--- src/rtl/count_event_monitor.sv ---
// Watches the upstream 3-bit saturating count, classifies each change and
// queues 5-bit event records for the logger; illegal behaviour latches a fault.
module count_event_monitor #(
  parameter int FIFO_DEPTH = 4
) (
  input  logic       clk,
  input  logic       resetn,
  input  logic [2:0] count_in,
  output logic       evt_valid,
  input  logic       evt_ready,
  output logic [4:0] evt_data,
  output logic [1:0] state,
  output logic       fault,
  output logic       overflow,
  output logic [7:0] drop_cnt
);

  typedef enum logic [1:0] {
    S_IDLE      = 2'b00,
    S_COUNTING  = 2'b01,
    S_SATURATED = 2'b10,
    S_FAULT     = 2'b11
  } state_t;

  typedef enum logic [1:0] {
    C_INC = 2'b00,
    C_SAT = 2'b01,
    C_CLR = 2'b10,
    C_ILL = 2'b11
  } code_t;

  localparam int AW = (FIFO_DEPTH > 1) ? $clog2(FIFO_DEPTH) : 1;

  state_t        st_q, st_d;
  logic [2:0]    prev_q;
  logic          ev;
  code_t         code;

  logic [4:0]    mem [FIFO_DEPTH];
  logic [AW-1:0] wr_ptr, rd_ptr;
  logic [AW:0]   cnt;
  logic          full, push_req, push, pop, drop;

  // Widen before the +1 so a stale prev_q of 7 cannot wrap into a fake INC.
  always_comb begin
    ev   = 1'b0;
    code = C_ILL;
    if (count_in != prev_q) begin
      ev = 1'b1;
      if (count_in > 3'd3)
        code = C_ILL;
      else if (count_in == 3'd3 && prev_q == 3'd2)
        code = C_SAT;
      else if ({1'b0, count_in} == {1'b0, prev_q} + 4'd1)
        code = C_INC;
      else if (count_in == 3'd0)
        code = C_CLR;
      else
        code = C_ILL;
    end
  end

  always_comb begin
    st_d = st_q;
    if (st_q != S_FAULT) begin
      if (ev && code == C_ILL)
        st_d = S_FAULT;
      else if (count_in == 3'd0)
        st_d = S_IDLE;
      else if (count_in == 3'd3)
        st_d = S_SATURATED;
      else
        st_d = S_COUNTING;
    end
  end

  assign full      = (cnt == (AW+1)'(FIFO_DEPTH));
  assign evt_valid = (cnt != '0);
  assign pop       = evt_valid && evt_ready;
  assign push_req  = ev && (st_q != S_FAULT);
  // A full FIFO still accepts a push when the head leaves in the same cycle.
  assign push      = push_req && (!full || pop);
  assign drop      = push_req && full && !pop;
  assign evt_data  = evt_valid ? mem[rd_ptr] : '0;
  assign state     = st_q;

  always_ff @(posedge clk) begin
    if (push)
      mem[wr_ptr] <= {code, count_in};
  end

  always_ff @(posedge clk or negedge resetn) begin
    if (!resetn) begin
      st_q     <= S_IDLE;
      prev_q   <= '0;
      fault    <= 1'b0;
      overflow <= 1'b0;
      drop_cnt <= '0;
      wr_ptr   <= '0;
      rd_ptr   <= '0;
      cnt      <= '0;
    end else begin
      st_q   <= st_d;
      prev_q <= count_in;
      fault  <= (st_d == S_FAULT);
      if (drop) begin
        overflow <= 1'b1;
        if (drop_cnt != '1)
          drop_cnt <= drop_cnt + 8'd1;
      end
      if (push)
        wr_ptr <= wr_ptr + 1'b1;
      if (pop)
        rd_ptr <= rd_ptr + 1'b1;
      case ({push, pop})
        2'b10:   cnt <= cnt + 1'b1;
        2'b01:   cnt <= cnt - 1'b1;
        default: cnt <= cnt;
      endcase
    end
  end

endmodule
--- config.mk ---
export PLATFORM = sky130hd
export DESIGN_NAME = count_event_monitor
export DESIGN_NICKNAME = d
export VERILOG_FILES = /design/src/rtl/count_event_monitor.sv
export SDC_FILE = /design/constraint.sdc
export NUM_CORES = 1
export LEC_CHECK = 0
export CAP_MARGIN = 25
export CORE_MARGIN = 2
export CORE_UTILIZATION = 50
export CTS_CLUSTER_DIAMETER = 150
export DETAILED_ROUTE_END_ITERATION = 8
export PLACE_DENSITY = 0.78
export RECOVER_POWER = 50
export REMOVE_ABC_BUFFERS = 1
export SETUP_SLACK_MARGIN = 0.02
export SYNTH_ARGS = -nofsm -noshare
export SYNTH_HDL_FRONTEND = slang
export SYNTH_SLANG_ARGS = --single-unit
--- constraint.sdc ---
create_clock -name clk -period 2.1 [get_ports clk]
set_clock_uncertainty 0.05 [all_clocks]
set_input_delay 0.42 -clock clk [delete_from_list [all_inputs] [get_ports clk]]
set_output_delay 0.42 -clock clk [all_outputs]
set_load 0.1 [all_outputs]
# Word level (Yosys, flattened, before mapping)
# Memories as Yosys holds them, arrays and structs flattened.
# Cells that the tools add are included.
# totals
ramBits	20
input_bits	6
memories	1
output_inout_bits	18
word_cells	55
reg_bits	22
# classes
muxes	14
n_addsub	6
eq_ne	11
reduce_logical	14
magnitude_cmp	1
# memory_table
memory	words	width	read_ports	rd_clocked_by_memory_dff	write_ports	line	source
mem	4	5	1	0	1	39	logic [4:0] mem [FIFO_DEPTH];
# op_table
op	n
$mux 2	8
$add 8x1->8 const B	1
$ne 8x8->1 const B	1
$logic_and 1x1->1	7
$eq 2x2->1 const B	3
$eq 3x2->1 const B	2
$pmux 3 s2	1
$mux 5	1
$add 2x1->2 const B	2
$add 3x1->4 const B	1
$eq 3x4->1	1
$mux 1	4
$add 3x1->3 const B	1
$eq 3x3->1 const B	1
$gt 3x2->1 const B	1
$logic_not 3->1	1
$ne 3x3->1	1
$reduce_bool 3->1	1
$sub 3x1->3 const B	1
$eq 2x1->1 const B	1
$logic_not 1->1	2
$ne 2x2->1 const B	1
$reduce_and 2->1	1
$reduce_bool 2->1	1
$logic_or 1x1->1	1

# Longest topological paths before layout
# depth
depth_word	11
mapped_depth	10

# Least setup slack after synthesis
# Ideal clock, no wire load.
# synth_path
path_kind	reg2reg
from	register st_q[1], in the netlist state[1]
to	register cnt[2]
path_slack_ps	-446
synth_period_minus_slack_ps	2546
t_arrival_ps	2373
required_ps	1927
stages_incl_launch_ff	9
setup_ps	123
path_buffers	1
cell_sequence	dfrtp_1 -> and2_1 -> clkbuf_1 -> o21a_1 -> inv_1 -> fa_1 -> nor2_1 -> a22oi_2 -> xnor2_1
# synth_via
elab_chain_len	5
elab_cells_between_ends	7
# synth_rtl
element	line	source
start: declaration	34	state_t st_q, st_d;
start signal: assignment	103	st_q <= st_d;
$ne 2x2->1 (*)	80	assign push_req = ev && (st_q != S_FAULT);
$logic_and 1x1->1 (*)	80	
$logic_and 1x1->1 (*)	82	assign push = push_req && (!full || pop);
$eq 2x1->1 / $eq 2x2->1 (equally long branches)	115	case ({push, pop})
$pmux 3 s2 / $reduce_bool 2->1 (equally long branches)	-	
end signal: assignment	116	2'b10: cnt <= cnt + 1'b1;
end signal: assignment	117	2'b01: cnt <= cnt - 1'b1;
end signal: assignment	118	default: cnt <= cnt;
end: declaration	41	logic [AW:0] cnt;
# Mark *: on every way between the ends. The rest lies on a longest branch, timed or not.
# A chain may end at the register's enable or synchronous reset.

# Worst setup path after layout
# layout_path
from	register rd_ptr[0]
to	output port evt_data[2]
# layout_via
elab_chain_len	2
# layout_rtl
element	line	source
start: declaration	40	logic [AW-1:0] wr_ptr, rd_ptr;
start signal: assignment	114	rd_ptr <= rd_ptr + 1'b1;
$mem_v2 4x5	-	
$mux 5	84	assign evt_data = evt_valid ? mem[rd_ptr] : '0;
end: declaration	11	output logic [4:0] evt_data,
# No other way between the ends.

==> key figures <==
Run status
  • Status: finished with violations
  • Failing checks: setup timing

Worst setup path
  • Worst path cell trace: mux4_2, and2_4, buf_12
  • Longest individual stage delay on the worst path: 0.55 ns
  • Path type of the worst setup path: register to output pin
  • Worst reg2reg setup slack: 0.04 ns
  • Required time of the worst setup path: 1.63 ns
  • CP arrival: 1.64 ns
  • Cell depth of the worst setup path: 3
  • Category of the worst setup path capture point: output pin
  • Family with the most delay on the worst path: multiplexers
  • Startpoint Class: register
  • R2R cell count: 8
  • Origin of the critical flop-to-flop path: prev_q[0]
  • Crit. Startpoint: rd_ptr[0]
  • Crit path to: evt_data[2]
  • Library cell contributing the largest single delay on the critical path: mux4_2
  • Endpoint of the worst-slack reg-to-reg timing path: state[0]
  • CP bufs+invs: 1
  • Worst Path Max Fanout: 6

Timing
  • Number of endpoints failing setup at the final stage: 1
  • Count of pins over their slew limit: 0
  • FMAX: 0.474 GHz
  • Unrepaired setup endpoints after global routing: true
  • Worst slew pin tran: 1.21 ns
  • Final-report hold violation count: 0
  • Setup slack of the critical path after layout: -0.00817 ns
  • Hold slack final: 0.438 ns
  • Fin crit share: 100%
  • Clock period minus final worst setup slack: 2.11 ns
  • Headroom to the max-slew limit: 19.1%

Global route
  • Maximum number of pins on one net before global-route repair: 23
  • Global-route wire length before repair: 6.53 mm
  • Number of antenna violations at the first check in global routing: 0
  • Total congestion overflow after global routing: 0
  • Total GRT Usage: 19.6%
  • Via count of the first global-routing pass: 1424

Run
  • Count of maximum capacitance violations: 0

Route
  • Detailed-routing iteration count for the pre-antenna-repair pass: 4
  • DRC viols: 0
  • Number of routed nets with antenna violations: 0
  • Vias post-DR: 1379
  • Via density: 5.30
  • Routed length per instance: 16.0 microns
  • DRC violation total after the first TritonRoute iteration: 61
  • Final wirelength: 4.15 mm

Logic synthesis
  • Synth warn: 0
  • Average cell area after synthesis: 13.4 sq um
  • Total standard cell area after synthesis: 2070 sq um
  • Async set-reset flop share out of synthesis: 52.4%
  • Top cells by count, synth: dfrtp_1, edfxtp_1, xnor2_1, and2_1, nor2_1
  • Number of enable flip-flop cells after synthesis: 20
  • Cell types occupying the most area after synthesis: edfxtp_1, dfrtp_1, xnor2_1
  • Primary FF master, synth: dfrtp_1
  • Number of synthesized register bits: 42
  • Post-synth top area cell: edfxtp_1
  • Area fraction of the dominant cell type after synthesis: 29.0%
  • Count of different cell masters after synthesis: 45
  • Cell count after synthesis: 155
  • Cell with the most instances after synthesis: dfrtp_1
  • Sequential area share after synthesis: 55.5%

Finish
  • Share of layout cells above drive strength 1: 39.0%
  • Growth of design area from synthesis to finish: 31.8%
  • Finished Cell Area: 2730 sq um
  • Final Net Count: 223
  • Number of diodes: 0

Floorplanning
  • Die width: 68.4 microns
  • Core Rows: 23
  • DIE HEIGHT: 68.4 microns
  • Area of the core: 4000 sq um
  • Die Footprint: 4680 sq um
  • Initial standard-cell utilization of the core: 51.9%
  • Number of primary I/O pins: 24

Clock network
  • Clock tree sinks: 42
  • Depth of the CTS H-tree: 2
  • Clock slew at reported path FFs: 0.08 ns
  • Clock Tree Buf Depth: 2
  • Clock Latency Late Sink: 0.29 ns
  • TritonCTS Buffers: 5
  • CTS tree: built
  • Root buffer cell: clkbuf_8

Power and ir drop
  • Power, Total: 3100 uW
  • Maximum ir drop on the vdd rail: 0.000713 V
  • Leakage power total: 0.00112 uW
  • Power density of the placed cells: 1130 nW/um^2

Worst hold path
  • Classification of the worst-slack hold path: register to register
  • Cells on Worst Hold Path: 1
  • Hold Crit Start: overflow

Placement
  • Area after DPL: 2540 sq um
  • GP Congestion: 0.836
  • Number of port buffers: 23
  • Dpl hpwl: 3.01 mm
-- report_power, final --
group	leakage (uW)	switching, uW	internal (uW)	total (uW)
Sequential	0.000449	97.2	925	1020
Combinational	0.000617	827	638	1470
Clock	0.0000528	264	351	615
Total	0.00112	1190	1910	3100
-- sequential cells by signal (all words and copies together) (netlist names) --
| name | cells |
|---|---|
| state | 2 |
| prev_q | 3 |
| wr_ptr | 2 |
| rd_ptr | 2 |
| cnt | 3 |
| mem | 20 |
| drop_cnt | 8 |
| overflow | 1 |
| fault | 1 |
-- metal layers --
layer	up-vias	global-route usage, %	wire length, microns
li1	657	-	-
met2	28	33.1	2280
met1	687	23.7	1650
met3	7	5.26	159
met4	0	7.75	65
met5	-	0	0
-- repair_timing --
item / in CTS / in global routing
pin swaps: 10 / 0
buffers inserted: 8 / 0
endpoints found under the setup margin: 29 / 31
gates resized for setup: 12 / 13
hold buffers: 0 / 0
-- how the worst min path moves through the flow --
stage	endpoint	slack, ns
2_1_floorplan	cnt[0]	0.07
6_report	overflow	0.44
3_3_place_gp	overflow	0.42
3_5_place_dp	overflow	0.42
5_1_grt	overflow	0.48
4_1_cts	drop_cnt[2]	0.43
-- metrics by stage --
step / util, % / setup WS (ns) / TNS [ns] / instances
floorplan: - / -0.517 / -4.03 / 146
global placement: 63.6 / -0.338 / -10.83 / 244
detailed placement: 63.6 / -0.442 / -13.55 / 244
CTS: 68.4 / -0.0287 / -0.0287 / 260
global route: 68.3 / -0.0812 / -0.356 / 260
finish: 68.3 / -0.00817 / -0.00817 / 260
-- placed cells by master, fill, tap and decap left out, types with 2 or more instances in the layout --
| master | Yosys | layout |
|---|---|---|
| buf_4 | 2 | 28 |
| dfrtp_1 | 22 | 21 |
| edfxtp_1 | 20 | 20 |
| xnor2_1 | 13 | 12 |
| clkbuf_2 | 1 | 9 |
| clkbuf_1 | 2 | 8 |
| nor2_1 | 8 | 7 |
| buf_12 | 0 | 7 |
| inv_1 | 6 | 6 |
| ha_1 | 7 | 6 |
| nand3_1 | 5 | 5 |
| mux4_2 | 5 | 5 |
| and2_4 | 1 | 5 |
| clkbuf_8 | 0 | 5 |
| nand2_1 | 4 | 4 |
| xor2_1 | 4 | 4 |
| and2_2 | 0 | 4 |
| nand4_1 | 3 | 3 |
| nor2b_1 | 3 | 3 |
| and2_1 | 11 | 2 |
| nand2b_1 | 2 | 2 |
| or4_1 | 2 | 2 |
| or3_1 | 2 | 2 |
| o21ai_0 | 3 | 2 |
| nor3_4 | 1 | 2 |
| nor4_4 | 2 | 2 |
| nor2_2 | 1 | 2 |
| and4_1 | 2 | 2 |
| dlygate4sd2_1 | 0 | 2 |
-- cell families after synthesis --
| logic type | count (synthesis) | synth area share (%) |
|---|---|---|
| DFF | 42 | 55.5 |
| and+or+nand+nor | 56 | 18.2 |
| xor gates and xnor gates | 17 | 7.18 |
| buffers and inverters | 15 | 3.62 |
| adders and majority gates | 8 | 5.19 |
| muxes | 7 | 6.45 |
| AOI/OAI and AO/OA | 10 | 3.86 |
-- area by class of cell --
cell class              count  area (sq um)
clock buffers               6          72.6
clock inverters             2          33.8
fillers                   290          1270
inverters                   6          22.5
multi-input cells          98           918
flip-flops and latches     42          1150
well taps                  50          62.6
repair buffers             56           472
Power figures use the tool's default switching activity.
